### config.mk
export PLATFORM = sky130hd
export DESIGN_NAME = dmem_arbiter
export DESIGN_NICKNAME = d
export VERILOG_FILES = /design/src/rtl/dmem_arbiter.sv
export SDC_FILE = /design/constraint.sdc
export NUM_CORES = 1
export LEC_CHECK = 0
export ABC_AREA = 1
export CAP_MARGIN = 10
export CORE_AREA = 2 2 133 135
export DETAILED_ROUTE_END_ITERATION = 16
export DIE_AREA = 0 0 135 137
export PLACE_DENSITY = 0.74
export SYNTH_ARGS = -nofsm -noshare
export SYNTH_HDL_FRONTEND = slang
export SYNTH_SLANG_ARGS = --single-unit
### constraint.sdc
create_clock -name clk -period 1.9 [get_ports clk]
set_input_delay 0.38 -clock clk [delete_from_list [all_inputs] [get_ports clk]]
set_output_delay 0.38 -clock clk [all_outputs]
set_load 0.02 [all_outputs]
### src/rtl/dmem_arbiter.sv
// dmem_arbiter: shares one data_memory port between two requesters.
//   Port 0 = core load/store unit, port 1 = debug/DMA. Round-robin arbitration
//   with a valid/ready request handshake and a registered 1-cycle response.
//   One access takes three cycles: IDLE (accept) -> ACCESS (memory) -> RESP.
// Ports:
//   clk, rst                    clock, synchronous active-high reset
//   reqN_valid/ready            request handshake (ready only in IDLE)
//   reqN_addr/wdata/we          byte address, store data, 1 = store
//   reqN_byte/half/zext         access size (both set = word), zero-extend load
//   rspN_valid/rdata/err        one-cycle response; rdata is 0 for stores
//   mem_*                       memory controls, all 0 outside ACCESS
//   mem_readData                combinational read data from the memory
// Build option: DMEM_ARB_ALIGN_CHECK_EN enables misalignment detection
//   (misaligned access: no write, rspN_err=1, rspN_rdata=0).
module dmem_arbiter #(
  parameter int BIT_WIDTH  = 32,
  parameter int ADDR_WIDTH = 32
) (
  input  logic                  clk,
  input  logic                  rst,
  input  logic                  req0_valid,
  output logic                  req0_ready,
  input  logic [ADDR_WIDTH-1:0] req0_addr,
  input  logic [BIT_WIDTH-1:0]  req0_wdata,
  input  logic                  req0_we,
  input  logic                  req0_byte,
  input  logic                  req0_half,
  input  logic                  req0_zext,
  output logic                  rsp0_valid,
  output logic [BIT_WIDTH-1:0]  rsp0_rdata,
  output logic                  rsp0_err,
  input  logic                  req1_valid,
  output logic                  req1_ready,
  input  logic [ADDR_WIDTH-1:0] req1_addr,
  input  logic [BIT_WIDTH-1:0]  req1_wdata,
  input  logic                  req1_we,
  input  logic                  req1_byte,
  input  logic                  req1_half,
  input  logic                  req1_zext,
  output logic                  rsp1_valid,
  output logic [BIT_WIDTH-1:0]  rsp1_rdata,
  output logic                  rsp1_err,
  output logic [ADDR_WIDTH-1:0] mem_readAddr,
  output logic [ADDR_WIDTH-1:0] mem_writeAddr,
  output logic [BIT_WIDTH-1:0]  mem_writeData,
  output logic                  mem_writeEn,
  output logic                  mem_addr_byte,
  output logic                  mem_addr_half,
  output logic                  mem_zero_extend,
  input  logic [BIT_WIDTH-1:0]  mem_readData
);

  typedef enum logic [1:0] {IDLE, ACCESS, RESP} state_e;

  typedef struct packed {
    logic [ADDR_WIDTH-1:0] addr;
    logic [BIT_WIDTH-1:0]  wdata;
    logic                  we;
    logic                  bsz;
    logic                  hsz;
    logic                  zext;
  } req_t;

  state_e               state_q;
  req_t                 req_q;
  logic                 win_q, last_grant_q;
  logic [1:0]           rsp_valid_q;
  logic [BIT_WIDTH-1:0] rsp_rdata_q;
  logic                 rsp_err_q;

  req_t r0, r1, sel_d;
  logic grant, win_d;
  logic in_acc, is_byte, is_half, misalign;

  assign r0 = '{addr: req0_addr, wdata: req0_wdata, we: req0_we,
                bsz: req0_byte, hsz: req0_half, zext: req0_zext};
  assign r1 = '{addr: req1_addr, wdata: req1_wdata, we: req1_we,
                bsz: req1_byte, hsz: req1_half, zext: req1_zext};

  // Winner: the only valid port, or the one not granted last time on a tie.
  assign grant = (state_q == IDLE) & (req0_valid | req1_valid) & ~rst;
  assign win_d = (req0_valid & req1_valid) ? ~last_grant_q : req1_valid;
  assign sel_d = win_d ? r1 : r0;

  assign req0_ready = grant & ~win_d;
  assign req1_ready = grant &  win_d;

  // byte and half both set degrade to a word access.
  assign is_byte = req_q.bsz & ~req_q.hsz;
  assign is_half = req_q.hsz & ~req_q.bsz;

`ifdef DMEM_ARB_ALIGN_CHECK_EN
  assign misalign = (is_half & req_q.addr[0]) |
                    (~is_byte & ~is_half & (|req_q.addr[1:0]));
`else
  assign misalign = 1'b0;
`endif

  assign in_acc          = (state_q == ACCESS);
  assign mem_readAddr    = in_acc ? req_q.addr  : '0;
  assign mem_writeAddr   = in_acc ? req_q.addr  : '0;
  assign mem_writeData   = in_acc ? req_q.wdata : '0;
  // rst in ACCESS must stop the write landing at this posedge.
  assign mem_writeEn     = in_acc & req_q.we & ~misalign & ~rst;
  assign mem_addr_byte   = in_acc & is_byte;
  assign mem_addr_half   = in_acc & is_half;
  assign mem_zero_extend = in_acc & req_q.zext;

  assign rsp0_valid = rsp_valid_q[0];
  assign rsp1_valid = rsp_valid_q[1];
  assign rsp0_rdata = rsp_valid_q[0] ? rsp_rdata_q : '0;
  assign rsp1_rdata = rsp_valid_q[1] ? rsp_rdata_q : '0;
  assign rsp0_err   = rsp_valid_q[0] & rsp_err_q;
  assign rsp1_err   = rsp_valid_q[1] & rsp_err_q;

  always_ff @(posedge clk) begin
    if (rst) begin
      state_q      <= IDLE;
      req_q        <= '0;
      win_q        <= 1'b0;
      last_grant_q <= 1'b1;
      rsp_valid_q  <= '0;
      rsp_rdata_q  <= '0;
      rsp_err_q    <= 1'b0;
    end else begin
      case (state_q)
        IDLE: begin
          if (grant) begin
            req_q   <= sel_d;
            win_q   <= win_d;
            state_q <= ACCESS;
          end
        end
        ACCESS: begin
          rsp_valid_q <= win_q ? 2'b10 : 2'b01;
          rsp_rdata_q <= (req_q.we | misalign) ? '0 : mem_readData;
          rsp_err_q   <= misalign;
          state_q     <= RESP;
        end
        RESP: begin
          rsp_valid_q  <= '0;
          rsp_rdata_q  <= '0;
          rsp_err_q    <= 1'b0;
          last_grant_q <= win_q;
          state_q      <= IDLE;
        end
        default: state_q <= IDLE;
      endcase
    end
  end

endmodule

; ---- Yosys cells after proc, flatten, opt, wreduce, memory -nomap -nowiden
; Cells that the tools add are included.
[totals]
register_bits = 106
input_bits = 172
out_inout_bits = 170
word_cells = 47
[op_classes]
eq_ne = 3
muxes = 12
bitwise = 18
reduce_logical = 3
[ops]
columns = operator, n
row1 = two-way mux 32 bit, 5
row2 = two-way mux 68 bit, 1
row3 = one-hot mux 32 bit (2 select lines), 1
row4 = AND 1 bit, 12
row5 = one-hot mux 2 bit (2 select lines), 2
row6 = NOT 1 bit, 5
row7 = two-way mux 2 bit, 2
row8 = equality test 2 x 1 -> 1 bit (second input constant), 1
row9 = equality test 2 bit (second input constant), 1
row10 = zero test 2 bit, 1
row11 = inequality test 2 bit (second input constant), 1
row12 = AND reduction 2 bit, 1
row13 = nonzero test 2 bit, 1
row14 = two-way mux 1 bit, 1
row15 = OR 1 bit, 1

; ---- Depth between registers and ports, before layout
; Gate-level depths: netlist (run 1).
[logic_depth]
word_depth = 5
depth_mapped = 10
depth_no_buf = 9

; ---- Worst setup path after synthesis (run 1)
; No wires, ideal clock.
[synth_timing]
path_kind = register to output
from = reg state_q[1]
to = out mem_writeData[21]
t_arrival_ns = 1.489
t_required_ns = 1.520
slack_ns = 0.031
path_stages_with_launch = 8
n_path_buf = 3
cell_sequence = dfxtp_1 -> inv_1 -> ha_1 -> clkbuf_1 -> clkbuf_1 -> clkbuf_1 -> nand2_1 -> inv_1
[synth_via]
elab_chain_cells = 2
[synth_rtl]
columns = element, line_no
row1 = "start, declared", 64  ; state_e state_q;
row2 = "start signal, assigned", 118  ; state_q <= IDLE;
row3 = "start signal, assigned", 131  ; state_q <= ACCESS;
row4 = "start signal, assigned", 138  ; state_q <= RESP;
row5 = equality test 2 x 1 -> 1 bit, 99  ; assign in_acc = (state_q == ACCESS);
row6 = two-way mux 32 bit, 102  ; assign mem_writeData = in_acc ? req_q.wdata : '0;
row7 = "end, declared", 45  ; output logic [BIT_WIDTH-1:0] mem_writeData,
; No other way between the ends.

; ---- Worst setup path after layout (run 1)
[layout_timing]
from = reg state_q[1]
to = out mem_readAddr[18]
[layout_via]
elab_chain_cells = 2
[layout_rtl]
columns = element, line_no
row1 = equality test 2 x 1 -> 1 bit, 99
row2 = two-way mux 32 bit, 100  ; assign mem_readAddr = in_acc ? req_q.addr : '0;
row3 = "end, declared", 43  ; output logic [ADDR_WIDTH-1:0] mem_readAddr,
; No other way between the ends.

==> run metrics, run 1 <==
Synth Area in XOR/XNOR 0%; Site Rows 48; arrival time at the worst endpoint 1.56 ns; HP Start rst; clk slew on worst S/H paths 0.07 ns; worst slack at placement -0.385 ns; # clock sinks 106; crit path launch type flop; maximum vdd drop 500 µV; crit end category primary output; reg2reg setup slack 0.18 ns; reg2reg end req_q[63]; average wire per standard cell 14.2 µm; first-pass GRT wire length 32.9 mm; Placed Area 9440 µm²; Die Wd 135 µm; Routed Antenna Nets 0; Syn Inst Count 1,022; Syn-to-layout area delta 64.5%; CTS HTree Levels 3; CTS tree done; largest family of logic cells by synthesized area simple AND/OR/NAND/NOR gates; synthesized-area fraction occupied by adder cells 1.02%; post-synthesis average cell area 6.01 µm²; Rel. slew slack 59.3%; max-cap violations 0; Worst-Skew Late Latency 0.34 ns; Setup TNS -0.565 ns; vias in the first global route 6,428; vias per cell 4.60; f_max 517 MHz; CP max FO 6; Worst Hold Depth 3; RSZ-0062 raised after global routing yes; cell-by-cell trace of the critical path inv_2, ha_4, buf_12, buf_12, buf_12, nand2_4, inv_4, buf_6; Tcrit/Tclk final 102%; Unique masters post-synth 22; Ys Warns 0; GRT Overall Usage 22.3%; CTS root buffer clkbuf_16; Worst-Margin Slew 0.610 ns; Min-Delay Endpoint req_q[0]; outcome complete, but fails checks; hold crit path type input pin to flop; Reg2Reg Depth 7; Worst Skew 0.00605 ns; Ant. Diodes 0; post-synthesis simple-gate area fraction 36.4%; IO Pins 342; final HPWL from detailed placement 14.7 mm; compound-gate portion of the synthesized area 9.26%; Final Critical Period 1.94 ns; final slew viol count 0; synthesized area 6150 µm²; detailed-router iteration count before antenna repair 4; post-route cell area 10,100 µm²; leak pwr 0.00566 µW; initial antenna violation count 2; core box area 17,100 µm²; Routed WL 21.9 mm; failing checks negative setup slack; CP dominant cell by count buf_12; PD cells 776 nW/µm²; final-stage net count 1,488; ratio of cells with drive above 1 in the final layout 19.9%; critical path's largest stage delay 0.34 ns; initial core utilization 36.0%; Port-buffer cells 339; multiplexer share of the synthesized area 0%; Final WS setup -0.0352 ns; DRC violations left 0; Congestion Overflow GR 0; FF-to-FF Start state_q[1]; largest net degree at the start of global routing 70; crit path kind flop to primary output; CP required 1.52 ns; number of synthesized register bits 106; GPL Wtd Cong 0.808; count of final hold-check violations 0; final setup vio count 23; DR iter-0 viols 375; Num CTS Buffers 9; Max stage delay cell, worst path dfxtp_2; die height 137 µm; Seq/Total Area, Yosys 34.5%; Clock Tree Buf Depth 2; via count 7,096; Die ar. 18,500 µm²
-- synth_stat cells --
cell,number,share of area [%]
nor2_4,1,0.18
nor2_1,7,0.43
ha_1,5,1.0
inv_1,139,8.5
o21ai_0,2,0.16
a21oi_2,10,1.4
dfxtp_1,106,35
buf_6,8,1.5
buf_4,38,4.6
a31oi_1,2,0.20
nand2_2,12,1.2
nand3_1,70,5.7
nand2_1,469,29
inv_2,1,0.061
clkbuf_1,29,1.8
a21oi_1,90,7.3
clkinv_1,1,0.061
conb_1,1,0.061
a2bb2oi_1,1,0.14
buf_1,7,0.43
nor3_4,1,0.26
buf_2,22,1.8
-- worst max-delay path, delay by kind of cell (launching register included) --
family / cells / cell delay (ns)
buffers and inverters: 6 / 0.62
DFF: 1 / 0.34
adders and majority gates: 1 / 0.18
and+or+nand+nor: 1 / 0.06
-- worst max-delay path by stage --
stage,startpoint,end,slack [ns],cells past startpoint
3_3_place_gp,req0_valid,req0_ready,-0.37,6
4_1_cts,state_q[1],mem_readAddr[22],-0.13,8
5_1_grt,state_q[1],mem_readAddr[11],-0.09,8
3_5_place_dp,req0_valid,req0_ready,-0.38,6
6_report,state_q[1],mem_readAddr[18],-0.04,8
2_1_floorplan,state_q[1],mem_writeData[21],0.03,7
-- repair_timing --
item / 4_1_cts / 5_1_grt
hold buffers: 0 / 0
pin swaps: 0 / 19
buffers inserted: 11 / 5
gates resized for setup: 590 / 169
cloned: 4 / 3
setup endpoints to repair: 212 / 166
-- report_power, final --
group | total (µW) | internal [µW] | switching [µW]
clock | 1730 | 888 | 846
combinational | 3330 | 1480 | 1850
sequential | 2790 | 2550 | 241
-- state kept, by name, indices dropped and copies added, names as in the netlist --
name / cells
last_grant_q: 1
req_q: 68
rsp_rdata_q: 32
rsp_valid_q: 2
state_q: 2
win_q: 1
-- cells by family after synthesis --
family	count (synthesis)
other	1
adders and majority gates	5
buffers and inverters	245
AOI/OAI and AO/OA	105
DFF	106
and+or+nand+nor	560
-- per-stage QoR --
stage / hold WS [ns] / total power (µW) / std cells / utilization [%]
after floorplan: 0.429 / 4480 / 1023 / -
after global placement: 0.452 / 5600 / 1507 / 55.3
after detailed placement: 0.456 / 5640 / 1507 / 55.3
after CTS: 0.433 / 7670 / 1538 / 56.5
after global routing: 0.450 / 8340 / 1541 / 59.3
final: 0.442 / 7850 / 1541 / 59.3
-- area by class of cell --
cell class	instances	area, µm²
repair buffers	381	3810
well taps	225	282
flip-flops and latches	106	2120
fillers	1692	6940
clock inverters	5	31.3
clock buffers	11	233
multi-input cells	672	3070
inverters	141	564
-- per-layer routing --
metal  GRT usage, %  part of all wire, %
met1           26.3                   40
met2           40.1                   51
met3           4.81                  6.6
met4           7.18                  1.7
met5              0                0.059
-- placed cells by master, fill, tap and decap left out, drive strengths merged --
cell,n
a21oi,100
a2bb2oi,1
a31oi,2
buf,144
clkbuf,13
clkdlybuf4s50,168
clkinv,5
clkinvlp,1
conb,2
dfxtp,106
dlygate4sd2,66
dlymetal6s2s,1
ha,5
inv,140
nand2,481
nand3,70
nor2,8
nor3,1
o21ai,2
Power figures use the tool's default switching activity.
==> run 2: changes to the inputs <==
- ABC_CLOCK_PERIOD_IN_PS: unset -> 1900
- SETUP_SLACK_MARGIN: unset -> 0.4
==> run 2 against run 1 <==
The run still ends with negative setup slack left. Via count rose by 3.3%. Power rose by 14%. Sequential cell count did not move. Global-route usage rose by 0.62 points. Clock-buffer cell count did not move. Register-to-register slack improved by 0.02 ns. Critical path depth did not move. Clock skew rose by 0.0040 ns. Sequential power rose by 3%. Die area did not move.
==> run metrics, run 2 (same netlist as run 1, synthesis figures left out) <==
outcome complete, but fails checks; failing checks negative setup slack; final HPWL from detailed placement 15.2 mm (+3.6%); crit path launch type flop; final setup vio count 4 (-83%); CTS Hold Bufs 0 (unchanged); Final WS setup -0.0176 ns (+0.0176 ns); maximum vdd drop 549 µV (+9.9%); hold crit path type flop to flop; most frequent cells in the layout nand2_1, clkdlybuf4s50_1, buf_6; ratio of cells with drive above 1 in the final layout 33.0% (+13 points); CP dominant cell by count buf_6; Die ar. 18,500 µm² (unchanged); arrival time at the worst endpoint 1.54 ns (-0.02 ns); Routed WL 24.1 mm (+10%); Setup TNS -0.0593 ns (+0.505 ns); Max stage delay cell, worst path dfxtp_2; commonest non-fill, non-tap cell in the layout nand2_1; crit path kind flop to primary output; GPL Wtd Cong 0.813 (+0.57%); cell-by-cell trace of the critical path inv_4, ha_4, buf_6, buf_6, clkbuf_16, nand2_2, inv_2, buf_6; count of final hold-check violations 0 (unchanged); Worst-Skew Late Latency 0.35 ns (about the same); DRC violations left 0 (unchanged); worst slack at placement -0.441 ns (-0.0561 ns); Final Critical Period 1.92 ns (-0.0176 ns); final-stage net count 1,507 (+1.3%); final hold slack 0.464 ns (+0.0227 ns); critical path's largest stage delay 0.36 ns (+0.02 ns); # clock sinks 106 (unchanged); vias per cell 4.69 (+1.9%); CTS HTree Levels 3 (unchanged); Worst Skew 0.0101 ns (+0.00405 ns); largest net degree at the start of global routing 70 (unchanged); Die Wd 135 µm (unchanged); core box area 17,100 µm² (unchanged); initial antenna violation count 1 (-1); die height 137 µm (unchanged); Congestion Overflow GR 0 (unchanged); leak pwr 0.00610 µW (+7.7%); PD cells 813 nW/µm² (+4.8%); CP required 1.52 ns (about the same); Rel. slew slack 45.4% (-14 points); Most flops, register req_q; max-cap violations 0 (unchanged); Clock Tree Buf Depth 2 (unchanged); RSZ-0062 raised after global routing yes; Regs by FF count req_q (68), rsp_rdata_q (32); initial core utilization 36.0% (unchanged); Worst-Margin Slew 0.819 ns (+0.209 ns); Site Rows 48 (unchanged); via count 7,328 (+3.3%); average wire per standard cell 15.4 µm (+8.6%); GRT Overall Usage 22.9% (+0.62 points); final slew viol count 0 (unchanged); detailed-router iteration count before antenna repair 4 (unchanged); Power Total 8920 µW (+14%); Routed Antenna Nets 0 (unchanged); Syn-to-layout area delta 78.3%; DR iter-0 viols 381 (+1.6%); first-pass GRT wire length 33.3 mm (+1.1%); Num CTS Buffers 9 (unchanged); CTS tree done; f_max 521 MHz (+0.92%); clk slew on worst S/H paths 0.07 ns (about the same); Port-buffer cells 339 (unchanged); CP max FO 6 (unchanged); number of flip-flops in the largest register 68 (unchanged); CTS root buffer clkbuf_16; IO Pins 342 (unchanged); vias in the first global route 6,366 (-0.96%); crit end category primary output; Tcrit/Tclk final 101% (-0.93 points)
run 2: changes by cell type in the layout (fill, tap and decap cells not counted), sizes merged:
cell and delta:
dlygate4sd2 -60, dlymetal6s2s -1, bufinv +2, clkinv -2, diode +1, buf +69, clkbuf +11
run 2: stage by stage:
stage	instances	cell area [µm²]	utilization, %
after floorplan	1023	6370	-
after global placement	1507	9500	55.7
after detailed placement	1507	9500	55.7
after CTS	1533	9880	58.0
after global routing	1561	11000	64.3
final	1561	11000	64.3
run 2: worst paths after layout:
check                                 from                 to  slack, ns  cells past startpoint
worst max-delay path            state_q[1]  mem_writeData[12]      -0.02                      8
worst min-delay path             req_q[10]          req_q[10]       0.46                      2
worst max register to register  state_q[0]    rsp_rdata_q[21]       0.20                     10
worst min register to register   req_q[10]          req_q[10]       0.46                      2
run 2: layout make-up:
type                    instances  area, µm²
flip-flops and latches        106       2130
clock inverters                 5       77.6
fillers                      1521       6090
clock buffers                  11        243
well taps                     225        282
inverters                     141        579
repair buffers                400       4230
multi-input cells             672       3410
diodes                          1       2.50
run 2: power by group:
| group | internal, µW | leakage (µW) | switching [µW] |
|---|---|---|---|
| logic | 1860 | 0.00508 | 2150 |
| registers | 2550 | 0.000867 | 328 |
| clock network | 1190 | 0.000156 | 839 |
| total | 5600 | 0.00610 | 3310 |
run 2: repair_timing:
action | CTS | global route
cloned | 4 | 11
pin swaps | 3 | 45
gates resized for setup | 664 | 473
setup endpoints to repair | 271 | 273
buffers inserted | 6 | 16
run 2: per-layer routing:
| metal | wire length [µm] | vias to the layer above | track usage (%) | share of wire (%) |
|---|---|---|---|---|
| met1 | 9400 | 3361 | 27.1 | 39 |
| li1 | - | 3649 | - | - |
| met4 | 701 | 0 | 8.80 | 2.9 |
| met3 | 1840 | 46 | 5.44 | 7.6 |
| met5 | 0 | - | 0 | 0 |
| met2 | 12100 | 272 | 40.1 | 50 |
run 2: worst max-delay path, delay by kind of cell (launching register included):
family	cells	cell delay, ns
simple gates	1	0.07
fa+ha+maj	1	0.17
flops	1	0.36
buf+inv	6	0.58
